`src/rtl/dpram_burst_reader.sv`:
```
// Burst read initiator for the dual-port RAM read channel: issues one read per cycle
// under FIFO credit, buffers returned words and presents them as a stream with LAST.
module dpram_burst_reader #(
  parameter int ADDR_WIDTH = 10,
  parameter int DATA_WIDTH = 64,
  parameter int LEN_WIDTH  = 11,
  parameter int FIFO_DEPTH = 4
) (
  input  logic                  CLK,
  input  logic                  RESET,
  input  logic                  CMD_VALID,
  output logic                  CMD_READY,
  input  logic [ADDR_WIDTH-1:0] CMD_ADDR,
  input  logic [LEN_WIDTH-1:0]  CMD_LEN,
  output logic [ADDR_WIDTH-1:0] ARADDR,
  output logic                  ARVALID,
  input  logic [DATA_WIDTH-1:0] RDATA,
  input  logic                  RVALID,
  output logic                  RREADY,
  output logic [DATA_WIDTH-1:0] DOUT,
  output logic                  DOUT_VALID,
  input  logic                  DOUT_READY,
  output logic                  DOUT_LAST,
  output logic                  BUSY,
  output logic                  DONE
);

  localparam int PTR_W = $clog2(FIFO_DEPTH);
  localparam int CNT_W = PTR_W + 1;

  typedef enum logic [1:0] {S_IDLE, S_ISSUE, S_DRAIN} state_t;

  state_t                state_q, state_d;
  logic [ADDR_WIDTH-1:0] addr_q, addr_d;
  logic [LEN_WIDTH-1:0]  rem_issue_q, rem_issue_d;
  logic [LEN_WIDTH-1:0]  rem_out_q, rem_out_d;
  logic                  inflight_q, inflight_d;
  logic                  done_q, done_d;
  logic [CNT_W-1:0]      fifo_cnt_q, fifo_cnt_d;
  logic [PTR_W-1:0]      wr_ptr_q, wr_ptr_d;
  logic [PTR_W-1:0]      rd_ptr_q, rd_ptr_d;
  logic [DATA_WIDTH-1:0] fifo_mem [FIFO_DEPTH];

  logic credit_ok;
  logic issue;
  logic push;
  logic pop;
  logic fifo_nempty;

  // Credit counts the word already requested but not yet returned, so the FIFO can never overflow.
  assign credit_ok   = ({1'b0, fifo_cnt_q} + {{CNT_W{1'b0}}, inflight_q}) < (CNT_W + 1)'(FIFO_DEPTH);
  assign issue       = (state_q == S_ISSUE) && credit_ok;
  assign push        = RVALID;
  assign fifo_nempty = (fifo_cnt_q != '0);
  assign pop         = fifo_nempty && DOUT_READY;

  assign CMD_READY  = (state_q == S_IDLE);
  assign ARVALID    = issue;
  assign ARADDR     = addr_q;
  assign RREADY     = 1'b1;
  assign DOUT       = fifo_mem[rd_ptr_q];
  assign DOUT_VALID = fifo_nempty;
  assign DOUT_LAST  = fifo_nempty && (rem_out_q == LEN_WIDTH'(1));
  assign BUSY       = (state_q != S_IDLE);
  assign DONE       = done_q;

  always_comb begin
    state_d     = state_q;
    addr_d      = addr_q;
    rem_issue_d = rem_issue_q;
    rem_out_d   = rem_out_q;
    inflight_d  = issue;
    done_d      = 1'b0;
    wr_ptr_d    = push ? wr_ptr_q + PTR_W'(1) : wr_ptr_q;
    rd_ptr_d    = pop  ? rd_ptr_q + PTR_W'(1) : rd_ptr_q;
    fifo_cnt_d  = fifo_cnt_q;
    if (push && !pop) fifo_cnt_d = fifo_cnt_q + CNT_W'(1);
    if (!push && pop) fifo_cnt_d = fifo_cnt_q - CNT_W'(1);
    if (pop) rem_out_d = rem_out_q - LEN_WIDTH'(1);

    case (state_q)
      S_IDLE: begin
        if (CMD_VALID) begin
          addr_d      = CMD_ADDR;
          rem_issue_d = CMD_LEN;
          rem_out_d   = CMD_LEN;
          if (CMD_LEN == '0) done_d  = 1'b1;
          else               state_d = S_ISSUE;
        end
      end
      S_ISSUE: begin
        if (issue) begin
          addr_d      = addr_q + ADDR_WIDTH'(1);
          rem_issue_d = rem_issue_q - LEN_WIDTH'(1);
          if (rem_issue_q == LEN_WIDTH'(1)) state_d = S_DRAIN;
        end
      end
      S_DRAIN: ;
      default: state_d = S_IDLE;
    endcase

    // Burst completes when its last word leaves the FIFO, not when it is requested.
    if (pop && (rem_out_q == LEN_WIDTH'(1)) && (state_q != S_IDLE)) begin
      state_d = S_IDLE;
      done_d  = 1'b1;
    end
  end

  always_ff @(posedge CLK or negedge RESET) begin
    if (!RESET) begin
      state_q     <= S_IDLE;
      addr_q      <= '0;
      rem_issue_q <= '0;
      rem_out_q   <= '0;
      inflight_q  <= 1'b0;
      done_q      <= 1'b0;
      fifo_cnt_q  <= '0;
      wr_ptr_q    <= '0;
      rd_ptr_q    <= '0;
    end else begin
      state_q     <= state_d;
      addr_q      <= addr_d;
      rem_issue_q <= rem_issue_d;
      rem_out_q   <= rem_out_d;
      inflight_q  <= inflight_d;
      done_q      <= done_d;
      fifo_cnt_q  <= fifo_cnt_d;
      wr_ptr_q    <= wr_ptr_d;
      rd_ptr_q    <= rd_ptr_d;
    end
  end

  always_ff @(posedge CLK) begin
    if (push) fifo_mem[wr_ptr_q] <= RDATA;
  end

endmodule

```
`config.mk`:
```
export PLATFORM = sky130hd
export DESIGN_NAME = dpram_burst_reader
export DESIGN_NICKNAME = d
export VERILOG_FILES = /design/src/rtl/dpram_burst_reader.sv
export SDC_FILE = /design/constraint.sdc
export NUM_CORES = 1
export LEC_CHECK = 0
export BUFFER_PORTS_ARGS = -buffer_cell sky130_fd_sc_hd__buf_2
export CAP_MARGIN = 20
export CELL_PAD_IN_SITES_DETAIL_PLACEMENT = 0
export CELL_PAD_IN_SITES_GLOBAL_PLACEMENT = 1
export CORE_ASPECT_RATIO = 0.6
export CORE_MARGIN = 4
export CORE_UTILIZATION = 46
export CTS_BUF_LIST = sky130_fd_sc_hd__clkbuf_8
export DETAILED_ROUTE_END_ITERATION = 8
export PLACE_DENSITY = 0.89
export SLEW_MARGIN = 20
export SYNTH_ARGS = -nofsm -noshare
export SYNTH_HDL_FRONTEND = slang
export SYNTH_SLANG_ARGS = --single-unit
```
`constraint.sdc`:
```
create_clock -name CLK -period 2.32 [get_ports CLK]
set_input_delay 0.348 -clock CLK [delete_from_list [all_inputs] [get_ports CLK]]
set_output_delay 0.348 -clock CLK [all_outputs]
set_load 0.02 [all_outputs]
```
* Word level (Yosys, flattened, before mapping) *
Memory sizes are Yosys's and may differ from the RTL's.
Index checks and enable logic that the tools add are counted.

word-level totals
  bits in latches = 0
  memories = 1
  logic and storage cells = 70
  ROM bits = 0
  register bits = 43
  RAM bits = 256

operators by class
  shift-type cells = 0
  $lt $le $gt $ge = 1
  $mul = 0
  bitwise logic cells = 0
  equality and inequality tests = 11
  reductions and logical operators = 17
  divide/modulo/power cells = 0
  muxes and demuxes = 23
  add/sub/neg operators = 8

memories
  name      words  bits a word  rd ports  clocked after memory_dff  write ports  line  source
  fifo_mem  4      64           1         0                         1            42    logic [DATA_WIDTH-1:0] fifo_mem [FIFO_DEPTH];

operators by type and width
  operator                 count
  $mux W11                 5
  $eq A11 B1 Y1 const B    2
  $pmux W11 S2             1
  $sub A11 B1 Y11 const B  2
  $mux W10                 2
  $pmux W10 S2             1
  $logic_not A11 Y1        1
  $add A10 B1 Y10 const B  1
  $mux W2                  5
  $ne A3 B2 Y1 const B     3
  $logic_and A1 B1 Y1      7
  $mux W1                  6
  $mux W3                  2
  $ne A2 B2 Y1 const B     3
  $pmux W2 S3              1
  $reduce_bool A2 Y1       3
  $reduce_and A5 Y1        1
  $add A2 B1 Y2 const B    2
  $add A3 B1 Y4            1
  $lt A4 B3 Y1 const B     1
  $add A3 B1 Y3 const B    1
  $ne A3 B1 Y1 const B     1
  $reduce_and A3 Y1        1
  $reduce_bool A3 Y1       1
  5 further kinds          6

* Depth between registers and ports, before layout *
Gate-level depths: netlist of run 1.

  depth after elaboration = 6
  gate-level depth with buffers = 10

* Worst setup path before layout of run 1 *
OpenSTA, ideal clock, no wires.

  path type = reg2reg
  start point = register wr_ptr_q[0]
  end point = memory fifo_mem[2][0], enable pin
  arrival = 2.121 ns
  library setup time = 0.429 ns
  cell stages (with the launch flop) = 4
  path slack = -0.229 ns
  buffers on the path = 0
  path through = dfrtp_1 inv_1 ha_1 and2_1

RTL lines
  element                 line  source
  from (decl)             40    logic [PTR_W-1:0] wr_ptr_q, wr_ptr_d;
  from (signal assigned)  128   wr_ptr_q <= wr_ptr_d;
  to (decl)               42

No word-level cell before the write port.

* Final worst setup path of run 1 *
  start point = register rd_ptr_q[0]
  end point = output port DOUT[37]

on the way
  longest elaborated chain between the ends = 1

RTL lines
  element                 line  source
  from (decl)             41    logic [PTR_W-1:0] rd_ptr_q, rd_ptr_d;
  from (signal assigned)  129   rd_ptr_q <= rd_ptr_d;
  $mem_v2 Z4 W64          n/a
  to (decl)               20    output logic [DATA_WIDTH-1:0] DOUT,

No other way between the ends.

==> flow_summary.toml, run 1 <==
[outcome]
outcome = "finished, violations left"
violations = "setup timing"

[power_and_ir_drop]
switchingPower_w = 0.00696
p_comb_frac = 0.403
internal-power_w = 0.0130
clock_power_share = 0.206
seqPwrFrac = 0.391
swShare = 0.348
power_w = 0.0200
p_leak_nw = 5.53
powerDensity_nw_per_um2 = 1320
peakVddDrop_uv = 689

[setup_path]
crit_path_max_fanout = 6
cp.required_ns = 1.97
r2r_slack_ns = 0.32
crit_start = "rd_ptr_q[0]"
r2r_cells = 9
critical_path_class = "reg -> out"
r2r-start = "fifo_cnt_q[0]"
start_kind = "register"
cp.arrival_ns = 2.03
r2r_end = "fifo_cnt_q[2]"
end_kind = "output pin"

[sta]
fmax_mhz = 421
worstMarginPinSlew_ns = 0.704
setup_viol = 45
max-slew-margin-rel = 0.530
tns_ns = -0.876
rsz0062_at_grt = "true"
hold_viol = 0
fin_ws_ns = -0.0557
finalCritPeriodShare = 1.02
finalClockSkew_ns = 0.0103
finalCriticalPeriod_ns = 2.38
slew_violations = 0
holdWs_ns = 0.0540

[place]
post-dp-hpwl_mm = 15.9
io_buffer_count = 169
place_area_um2 = 13200
gp_congestion = 0.828
pre_cts_slack_ns = 0.370

[die]
pin_count = 171
dieHeight_um = 132
start_util = 0.467
placementRows = 45
dieArea_um2 = 28400
fp.dieW_um = 215
core_um2 = 25300

[clock_network]
clock_latency_ns = 0.55
clk_path_buf_depth = 3
path_clk_slew_ns = 0.07
clock_sinks = 299
cts_tree = "built"
cts.htree.levels = 2
cts_buffers = 43
clockRootBuffer = "clkbuf_8"

[final_layout]
multi_input_area_um2 = 2880
design_area_um2 = 15100
register_area_um2 = 8770
fill_cells = 1862
drive_gt1_frac = 0.372
fin_nets = 1005
areaGrowthSynthToFinish_pct = 28.2

[grt]
grt_pass1_vias = 7113
antenna_found_initial = 1
grt_max_degree = 66
grtUsageMet2 = 0.273
grt_overflow = 0
gr-max-usage-layer = "met2"
grt_use_total = 0.181
grtUsageMet3 = 0.0394
grt_pass1_wl_mm = 40.6
use_met1 = 0.271

[detailed_routing]
ant_nets = 0
wire_per_inst_um = 20.8
avgViaCountPerCell = 5.40
drc = 0
drtIter0Drc = 607
drtPass1Iterations = 5
wirelength_mm = 26.3
vias = 6835

[logic_synthesis]
synth_seq_cells = 299
synth_top_area_frac = 0.651
synth_area_leaders = "edfxtp_1 65%, mux4_2 12%, dfrtp_1 9.1%"
syn_area_um2 = 11800
ys_warn_count = 0
ys.flop_type = "edfxtp_1"
synth_cell_types = 58
yosysTopAreaCell = "edfxtp_1"
netlist_top_cells_count = "256 x edfxtp_1, 64 x mux4_2, 43 x dfrtp_1"
avgSynthCellArea_um2 = 19.1
synth_edf_count = 256
async_flop_share = 0.144
seq_area_frac_synth = 0.742
yosysMostFrequentCell = "edfxtp_1"
syn-instance-count = 619
synth_nets = 720

[worst_hold_path]
hold_path.startpoint = "CMD_LEN[4]"
hold_class = "in -> reg"
worstHoldEndpoint = "rem_out_q[4]"
holdPathStages = 3

[job]
cap_viol_max_count = 0
flip-flops by register name, summed over array words and instances (netlist names), 2 cells and up:
register,cells
ARADDR,10
state_q,2
fifo_mem,256
rem_out_q,11
rem_issue_q,11
wr_ptr_q,2
fifo_cnt_q,3
rd_ptr_q,2
logic make-up (layout without fill, tap and decap cells):
group | after synthesis | in the layout | share of synthesized area
DFF | 299 | 299 | 0.742
and+or+nand+nor | 112 | 112 | 0.0522
xor gates and xnor gates | 13 | 13 | 0.00964
AOI/OAI and AO/OA | 77 | 77 | 0.0427
buffers and inverters | 40 | 356 | 0.0175
adders and majority gates | 11 | 11 | 0.0123
muxes | 66 | 66 | 0.124
other | 1 | 2 | 0.000317
cells in the final DEF, fill, tap and decap left out, types with 9 or more instances in the layout:
cell	count
mux4_2	64
xor2_1	9
clkbuf_8	45
edfxtp_1	256
nand2_1	33
nor2_1	24
clkinv_2	9
buf_2	128
buf_4	15
buf_12	11
a21oi_1	13
clkinv_1	10
ha_1	10
nand3_1	9
dlygate4sd3_1	65
inv_1	20
dfrtp_1	39
o21ai_1	20
buf_6	43
power groups by stage:
stage / clock, W / sequential [W] / combinational (W)
after CTS: 0.00425 / 0.00781 / 0.00723
after global placement: 0 / 0.00786 / 0.00687
final: 0.00412 / 0.00781 / 0.00805
after global routing: 0.00453 / 0.00792 / 0.00864
after floorplan: 0 / 0.00779 / 0.00475
after detailed placement: 0 / 0.00792 / 0.00693
critical path, stage by stage, from the launching register on:
cell and delay, ns:
dfrtp_4 0.46, buf_12 0.15, buf_8 0.14, mux4_2 0.53, buf_2 0.19
through the flow:
step,cells,utilization
floorplan,619,-
global placement,1112,0.522
detailed placement,1112,0.522
CTS,1257,0.585
global route,1265,0.599
finish,1265,0.599
worst max-delay path by stage:
| stage | end |
|---|---|
| final | DOUT[37] |
| after global routing | DOUT[44] |
| after CTS | DOUT[26] |
| after detailed placement | fifo_cnt_q[2] |
| after global placement | fifo_cnt_q[2] |
| after floorplan | fifo_cnt_q[1] |
per-layer routing:
layer	share of wire	vias up
met1	0.46	3515
met5	0	-
met2	0.47	218
li1	-	3062
met4	0.014	0
met3	0.062	40
cell type report:
type                            instances  share of cell area
Antenna cell                            1            0.000165
Clock buffer                           45              0.0409
Clock inverter                         31              0.0143
Inverter                               14             0.00363
Multi-Input combinational cell        280               0.190
Sequential cell                       299               0.579
Tap cell                              329              0.0272
Timing Repair Buffer                  266               0.145
what timing repair did:
item / 4_1_cts / 5_1_grt
hold buffers: 65 / 0
buffers inserted: 4 / 4
cloned: 0 / 3
gates resized for setup: 17 / 81
hold endpoints to repair: 296 / 0
endpoints found under the setup margin: 62 / 66
pin swaps: 2 / 2
Note: power is estimated with default switching activity, not from simulation.
==> run 2, diff against run 1 <==
--- a/config.mk
+++ b/config.mk
@@ -5,16 +5,17 @@
 export SDC_FILE = /design/constraint.sdc
 export NUM_CORES = 1
 export LEC_CHECK = 0
+export ABC_AREA = 1
 export BUFFER_PORTS_ARGS = -buffer_cell sky130_fd_sc_hd__buf_2
 export CAP_MARGIN = 20
 export CELL_PAD_IN_SITES_DETAIL_PLACEMENT = 0
 export CELL_PAD_IN_SITES_GLOBAL_PLACEMENT = 1
 export CORE_ASPECT_RATIO = 0.6
 export CORE_MARGIN = 4
-export CORE_UTILIZATION = 46
+export CORE_UTILIZATION = 43
 export CTS_BUF_LIST = sky130_fd_sc_hd__clkbuf_8
 export DETAILED_ROUTE_END_ITERATION = 8
-export PLACE_DENSITY = 0.89
+export PLACE_DENSITY = 0.88
 export SLEW_MARGIN = 20
 export SYNTH_ARGS = -nofsm -noshare
 export SYNTH_HDL_FRONTEND = slang
==> flow_summary.toml, run 2 <==
[outcome]
outcome = "finished, violations left"
violations = "setup timing"

[final_layout]
largest_reg_flops = 256
areaGrowthSynthToFinish_pct = 35.7
most-common-layout-cells = "256 x edfxtp_1, 125 x nor2_1, 111 x buf_2"
reg_top3 = "fifo_mem (256), rem_issue_q (11), rem_out_q (11)"
final_cells = 1684
design_area_um2 = 16500
drive_gt1_frac = 0.305
postLayoutCoreUtil = 0.596
layout_commonest_cell = "edfxtp_1"
largest-register = "fifo_mem"
fin_nets = 1392

[power_and_ir_drop]
clock_power_share = 0.168
p_leak_nw = 6.29
power_w = 0.0233
switchingPower_w = 0.00950
seqPwrFrac = 0.336
swShare = 0.408
internal-power_w = 0.0138
powerDensity_nw_per_um2 = 1410
peakVddDrop_uv = 1110
p_comb_frac = 0.496

[logic_synthesis]
synth_top_area_frac = 0.631
async_flop_share = 0.144
synth_nets = 1106
ys_warn_count = 0
synth_cell_types = 42
netlist_top_cells_count = "256 x edfxtp_1, 176 x nor2_1, 161 x o21ai_0"
yosysTopAreaCell = "edfxtp_1"
ys.flop_type = "edfxtp_1"
syn-instance-count = 1005
synth_area_leaders = "edfxtp_1 63%, dfrtp_1 8.8%, o21ai_0 6.6%"
seq_area_frac_synth = 0.719
syn_area_um2 = 12200
avgSynthCellArea_um2 = 12.1
synth_edf_count = 256
synth_seq_cells = 299
yosysMostFrequentCell = "edfxtp_1"

[clock_network]
cts.htree.levels = 2
cts_tree = "built"
cts_buffers = 45
clock_sinks = 299
path_clk_slew_ns = 0.07
clock_latency_ns = 0.59
clockRootBuffer = "clkbuf_8"
clk_path_buf_depth = 3

[sta]
finalCritPeriodShare = 1.04
slew_violations = 0
hold_viol = 0
fmax_mhz = 416
fin_ws_ns = -0.0862
finalClockSkew_ns = 0.0251
rsz0062_at_grt = "true"
worstMarginPinSlew_ns = 0.592
finalCriticalPeriod_ns = 2.41
max-slew-margin-rel = 0.605
setup_viol = 5

[setup_path]
start_kind = "register"
crit_start = "rd_ptr_q[0]"
cp.required_ns = 1.97
path_buf_inv = 3
critical_path_class = "reg -> out"
cp.arrival_ns = 2.06
end_kind = "output pin"
cpPeakStageDelay_ns = 0.52
r2r-start = "fifo_cnt_q[0]"
crit_path_max_fanout = 26
crit_chain = "buf_12 -> buf_16 -> o21ai_0 -> o22ai_1 -> buf_4"
critical-path-top-delay-family = "flip-flops"
slowest_stage = "dfrtp_4"

[die]
placementRows = 47
fp.dieW_um = 225
dieHeight_um = 138
dieArea_um2 = 31200
start_util = 0.439
core_um2 = 27800
pin_count = 171

[detailed_routing]
drtIter0Drc = 843
drc = 0
avgViaCountPerCell = 5.35
wire_per_inst_um = 20.2
ant_nets = 0
vias = 9007
drtPass1Iterations = 5
wirelength_mm = 33.9

[place]
place_area_um2 = 13600
gp_congestion = 0.852
dp.cells = 1511
io_buffer_count = 169
post-dp-hpwl_mm = 17.4

[worst_hold_path]
hold_path.startpoint = "CMD_LEN[1]"
hold_class = "in -> reg"

[job]
cap_viol_max_count = 0

[grt]
antenna_found_initial = 1
grt_pass1_wl_mm = 49.5
grt_max_degree = 65
grt_pass1_vias = 8598
grt_overflow = 0
grt_use_total = 0.202
## run 2: power by group through the flow
stage	Clock, W	Sequential [W]	Combinational [W]
after global routing	0.00429	0.00793	0.0124
after floorplan	0	0.00779	0.00527
after detailed placement	0	0.00779	0.00809
after CTS	0.00398	0.00773	0.0101
after global placement	0	0.00777	0.00798
final	0.00392	0.00781	0.0116
## run 2: path summary, 6_finish.rpt
check / cells past startpoint / endpoint / slack [ns]
min: 3 / rem_out_q[1] / 0.07
min reg2reg: 2 / rem_issue_q[9] / 0.51
max in group asynchronous: 3 / rd_ptr_q[0] / 1.46
max: 5 / DOUT[34] / -0.09
min in group asynchronous: 2 / rem_issue_q[10] / 0.31
max reg2reg: 10 / fifo_cnt_q[2] / 0.33
## run 2: through the flow
| step | setup WS [ns] | hold WS, ns | TNS [ns] |
|---|---|---|---|
| 5_1_grt | -0.168 | 0.0325 | -3.34 |
| 2_1_floorplan | 0.285 | 0.0524 | 0 |
| 6_report | -0.0862 | 0.0669 | -0.223 |
| 3_3_place_gp | 0.361 | 0.371 | 0 |
| 3_5_place_dp | 0.315 | 0.376 | 0 |
| 4_1_cts | -0.0898 | 0.0153 | -2.11 |
## run 2: metal layers
layer | GRT usage | wire [µm] | share of wire | up-vias
li1 | - | - | - | 4181
met2 | 0.299 | 15500 | 0.46 | 434
met5 | 0 | 0 | 0 | -
met4 | 0.0593 | 660 | 0.019 | 0
met3 | 0.0458 | 2860 | 0.084 | 55
met1 | 0.300 | 14900 | 0.44 | 4337
## run 2: area by class of cell
type                            count  area [µm²]
Clock buffer                       47         647
Fill cell                        2064       11200
Timing Repair Buffer              291        2820
Inverter                           54         240
Antenna cell                        1        2.50
Clock inverter                     25         128
Multi-Input combinational cell    600        3460
Sequential cell                   299        8770
Tap cell                          367         459
## run 2: worst reg2reg max path, stage by stage (launching register included)
cell	delay (ns)
dfrtp_1	0.39
inv_2	0.07
nand3_2	0.11
nand2_4	0.11
inv_2	0.15
ha_1	0.17
inv_1	0.07
fa_1	0.38
a21oi_1	0.15
o21ai_0	0.12
xor2_1	0.15
## run 2: logic make-up (layout without fill, tap and decap cells)
logic type,count (synthesis),count (layout),share of synthesized area
AOI/OAI and AO/OA,256,256,0.114
xor gates and xnor gates,11,11,0.00791
adders and majority gates,11,11,0.0119
buffers and inverters,106,417,0.0370
DFF,299,299,0.719
muxes,1,1,0.000821
other,1,2,0.000308
and+or+nand+nor,320,320,0.109
## run 2: timing repair
item,4_1_cts,5_1_grt
hold buffers,71,0
setup buffers,10,0
endpoints found under the hold margin,283,0
pin swaps,18,40
resized for setup,142,175
cloned,11,9
setup endpoints to repair,61,65
==> run 3, diff against run 2 <==
--- a/config.mk
+++ b/config.mk
@@ -5,17 +5,16 @@
 export SDC_FILE = /design/constraint.sdc
 export NUM_CORES = 1
 export LEC_CHECK = 0
-export ABC_AREA = 1
 export BUFFER_PORTS_ARGS = -buffer_cell sky130_fd_sc_hd__buf_2
 export CAP_MARGIN = 20
 export CELL_PAD_IN_SITES_DETAIL_PLACEMENT = 0
 export CELL_PAD_IN_SITES_GLOBAL_PLACEMENT = 1
 export CORE_ASPECT_RATIO = 0.6
 export CORE_MARGIN = 4
-export CORE_UTILIZATION = 43
+export CORE_UTILIZATION = 35
 export CTS_BUF_LIST = sky130_fd_sc_hd__clkbuf_8
 export DETAILED_ROUTE_END_ITERATION = 8
-export PLACE_DENSITY = 0.88
+export PLACE_DENSITY = 0.73
 export SLEW_MARGIN = 20
 export SYNTH_ARGS = -nofsm -noshare
 export SYNTH_HDL_FRONTEND = slang
==> flow_summary.toml, run 3 (synthesized netlist as in run 1, its figures left out) <==
[die]
placementRows = 51
dieArea_um2 = 36900
pin_count = 171
start_util = 0.360
dieHeight_um = 150
fp.dieW_um = 245
core_um2 = 32900

[detailed_routing]
wire_per_inst_um = 20.8
drtPass1Iterations = 5
vias = 6819
drtIter0Drc = 452
drc = 0
ant_nets = 0
avgViaCountPerCell = 4.89
wirelength_mm = 29.0

[setup_path]
end_kind = "output pin"
r2r_slack_ns = 0.37
crit_path_max_fanout = 7
start_kind = "register"
cp.arrival_ns = 2.06
cp.required_ns = 1.97
critical_path_class = "reg -> out"

[final_layout]
reg_top3 = "fifo_mem (256), rem_issue_q (11), rem_out_q (11)"
layout_commonest_cell = "edfxtp_1"
largest_reg_flops = 256
final_cells = 1394
largest-register = "fifo_mem"
fin_nets = 1011
most-common-layout-cells = "256 x edfxtp_1, 104 x buf_2, 66 x dlygate4sd3_1"
fill_cells = 2821
drive_gt1_frac = 0.374
areaGrowthSynthToFinish_pct = 32.5

[sta]
rsz0062_at_grt = "true"
finalClockSkew_ns = 0.0137
tns_ns = -2.73
finalCriticalPeriod_ns = 2.41
hold_viol = 0
worstMarginPinSlew_ns = 0.662
fin_ws_ns = -0.0871
setup_viol = 64
slew_violations = 0
finalCritPeriodShare = 1.04
fmax_mhz = 415
max-slew-margin-rel = 0.559

[place]
post-dp-hpwl_mm = 16.0
dp.cells = 1230
io_buffer_count = 169
gp_congestion = 0.792

[clock_network]
clockRootBuffer = "clkbuf_8"
clk_path_buf_depth = 3
cts.htree.levels = 2
cts_tree = "built"
cts_buffers = 46
path_clk_slew_ns = 0.07
clock_latency_ns = 0.56
clock_sinks = 299

[grt]
grt_pass1_wl_mm = 43.0
grt_pass1_vias = 7111
grt_overflow = 0
antenna_found_initial = 2
grt_max_degree = 65
grt_use_total = 0.153

[worst_hold_path]
hold_class = "in -> reg"

[outcome]
outcome = "finished, violations left"
violations = "setup timing"

[job]
cap_viol_max_count = 0

[power_and_ir_drop]
powerDensity_nw_per_um2 = 1350
p_leak_nw = 5.68
peakVddDrop_uv = 640
power_w = 0.0211
-- run 3: cell types whose count changed in the layout (fill, tap and decap cells not counted), moves of 23 or more --
cell,previous run,this run
nor2_1,125,24
o21ai_0,83,5
mux4_2,0,64
nand2_1,96,33
buf_6,19,64
nor2_2,36,0
o22ai_1,43,8
buf_4,47,14
o21ai_1,53,20
inv_1,54,22
o21ai_2,26,1
o22ai_2,23,0
-- run 3: path summary, 6_finish.rpt --
| path | from | to | cells past startpoint |
|---|---|---|---|
| max in group asynchronous | RESET | state_q[0] | 3 |
| hold reg to reg | fifo_cnt_q[2] | fifo_cnt_q[2] | 1 |
| setup reg to reg | fifo_cnt_q[1] | fifo_cnt_q[2] | 9 |
| hold / removal | CMD_LEN[7] | rem_out_q[7] | 3 |
| setup / recovery | rd_ptr_q[0] | DOUT[63] | 4 |
| min in group asynchronous | RESET | rem_out_q[3] | 2 |
-- run 3: cell type report --
cell class              instances  area (µm²)  area share
clock buffers                  48         661      0.0422
inverters                      14        55.1     0.00352
multi-input cells             280        2860       0.183
flip-flops and latches        299        8770       0.560
diodes                          2        5.00    0.000320
clock inverters                32         226      0.0145
repair buffers                269        2510       0.160
well taps                     450         563      0.0360
-- run 3: repair_timing --
item                                   CTS  global route
gates resized for setup                 79            65
pin swaps                                0             2
gates cloned                             7             3
setup buffers                            4             2
endpoints found under the hold margin  281             0
setup endpoints to repair               65            66
hold buffers                            66             0
-- run 3: routing by layer --
layer,global-route usage,share of wire,vias up
met5,0,0,-
met4,0.0373,0.016,0
met3,0.0374,0.058,34
met2,0.225,0.44,187
met1,0.230,0.48,3506
li1,-,-,3092
-- run 3: stage by stage --
| stage | setup slack (ns) | cell area, µm² | utilization | hold slack (ns) |
|---|---|---|---|---|
| floorplan | 0.343 | 11800 | - | 0.0524 |
| global placement | 0.400 | 13300 | 0.405 | 0.402 |
| detailed placement | 0.378 | 13300 | 0.405 | 0.415 |
| CTS | -0.146 | 15400 | 0.468 | 0.0126 |
| global route | -0.164 | 15700 | 0.476 | 0.0265 |
| finish | -0.0871 | 15700 | 0.476 | 0.0632 |
-- run 3: worst max-delay path, cell delays in order, from the launching register on --
cell	delay [ns]
dfrtp_4	0.47
buf_12	0.16
buf_16	0.14
mux4_2	0.56
buf_6	0.16
-- run 3: where the power goes --
group	internal [W]	total (W)	switching, W
combinational	0.00435	0.00899	0.00464
clock	0.00227	0.00436	0.00209
sequential	0.00716	0.00777	0.000614
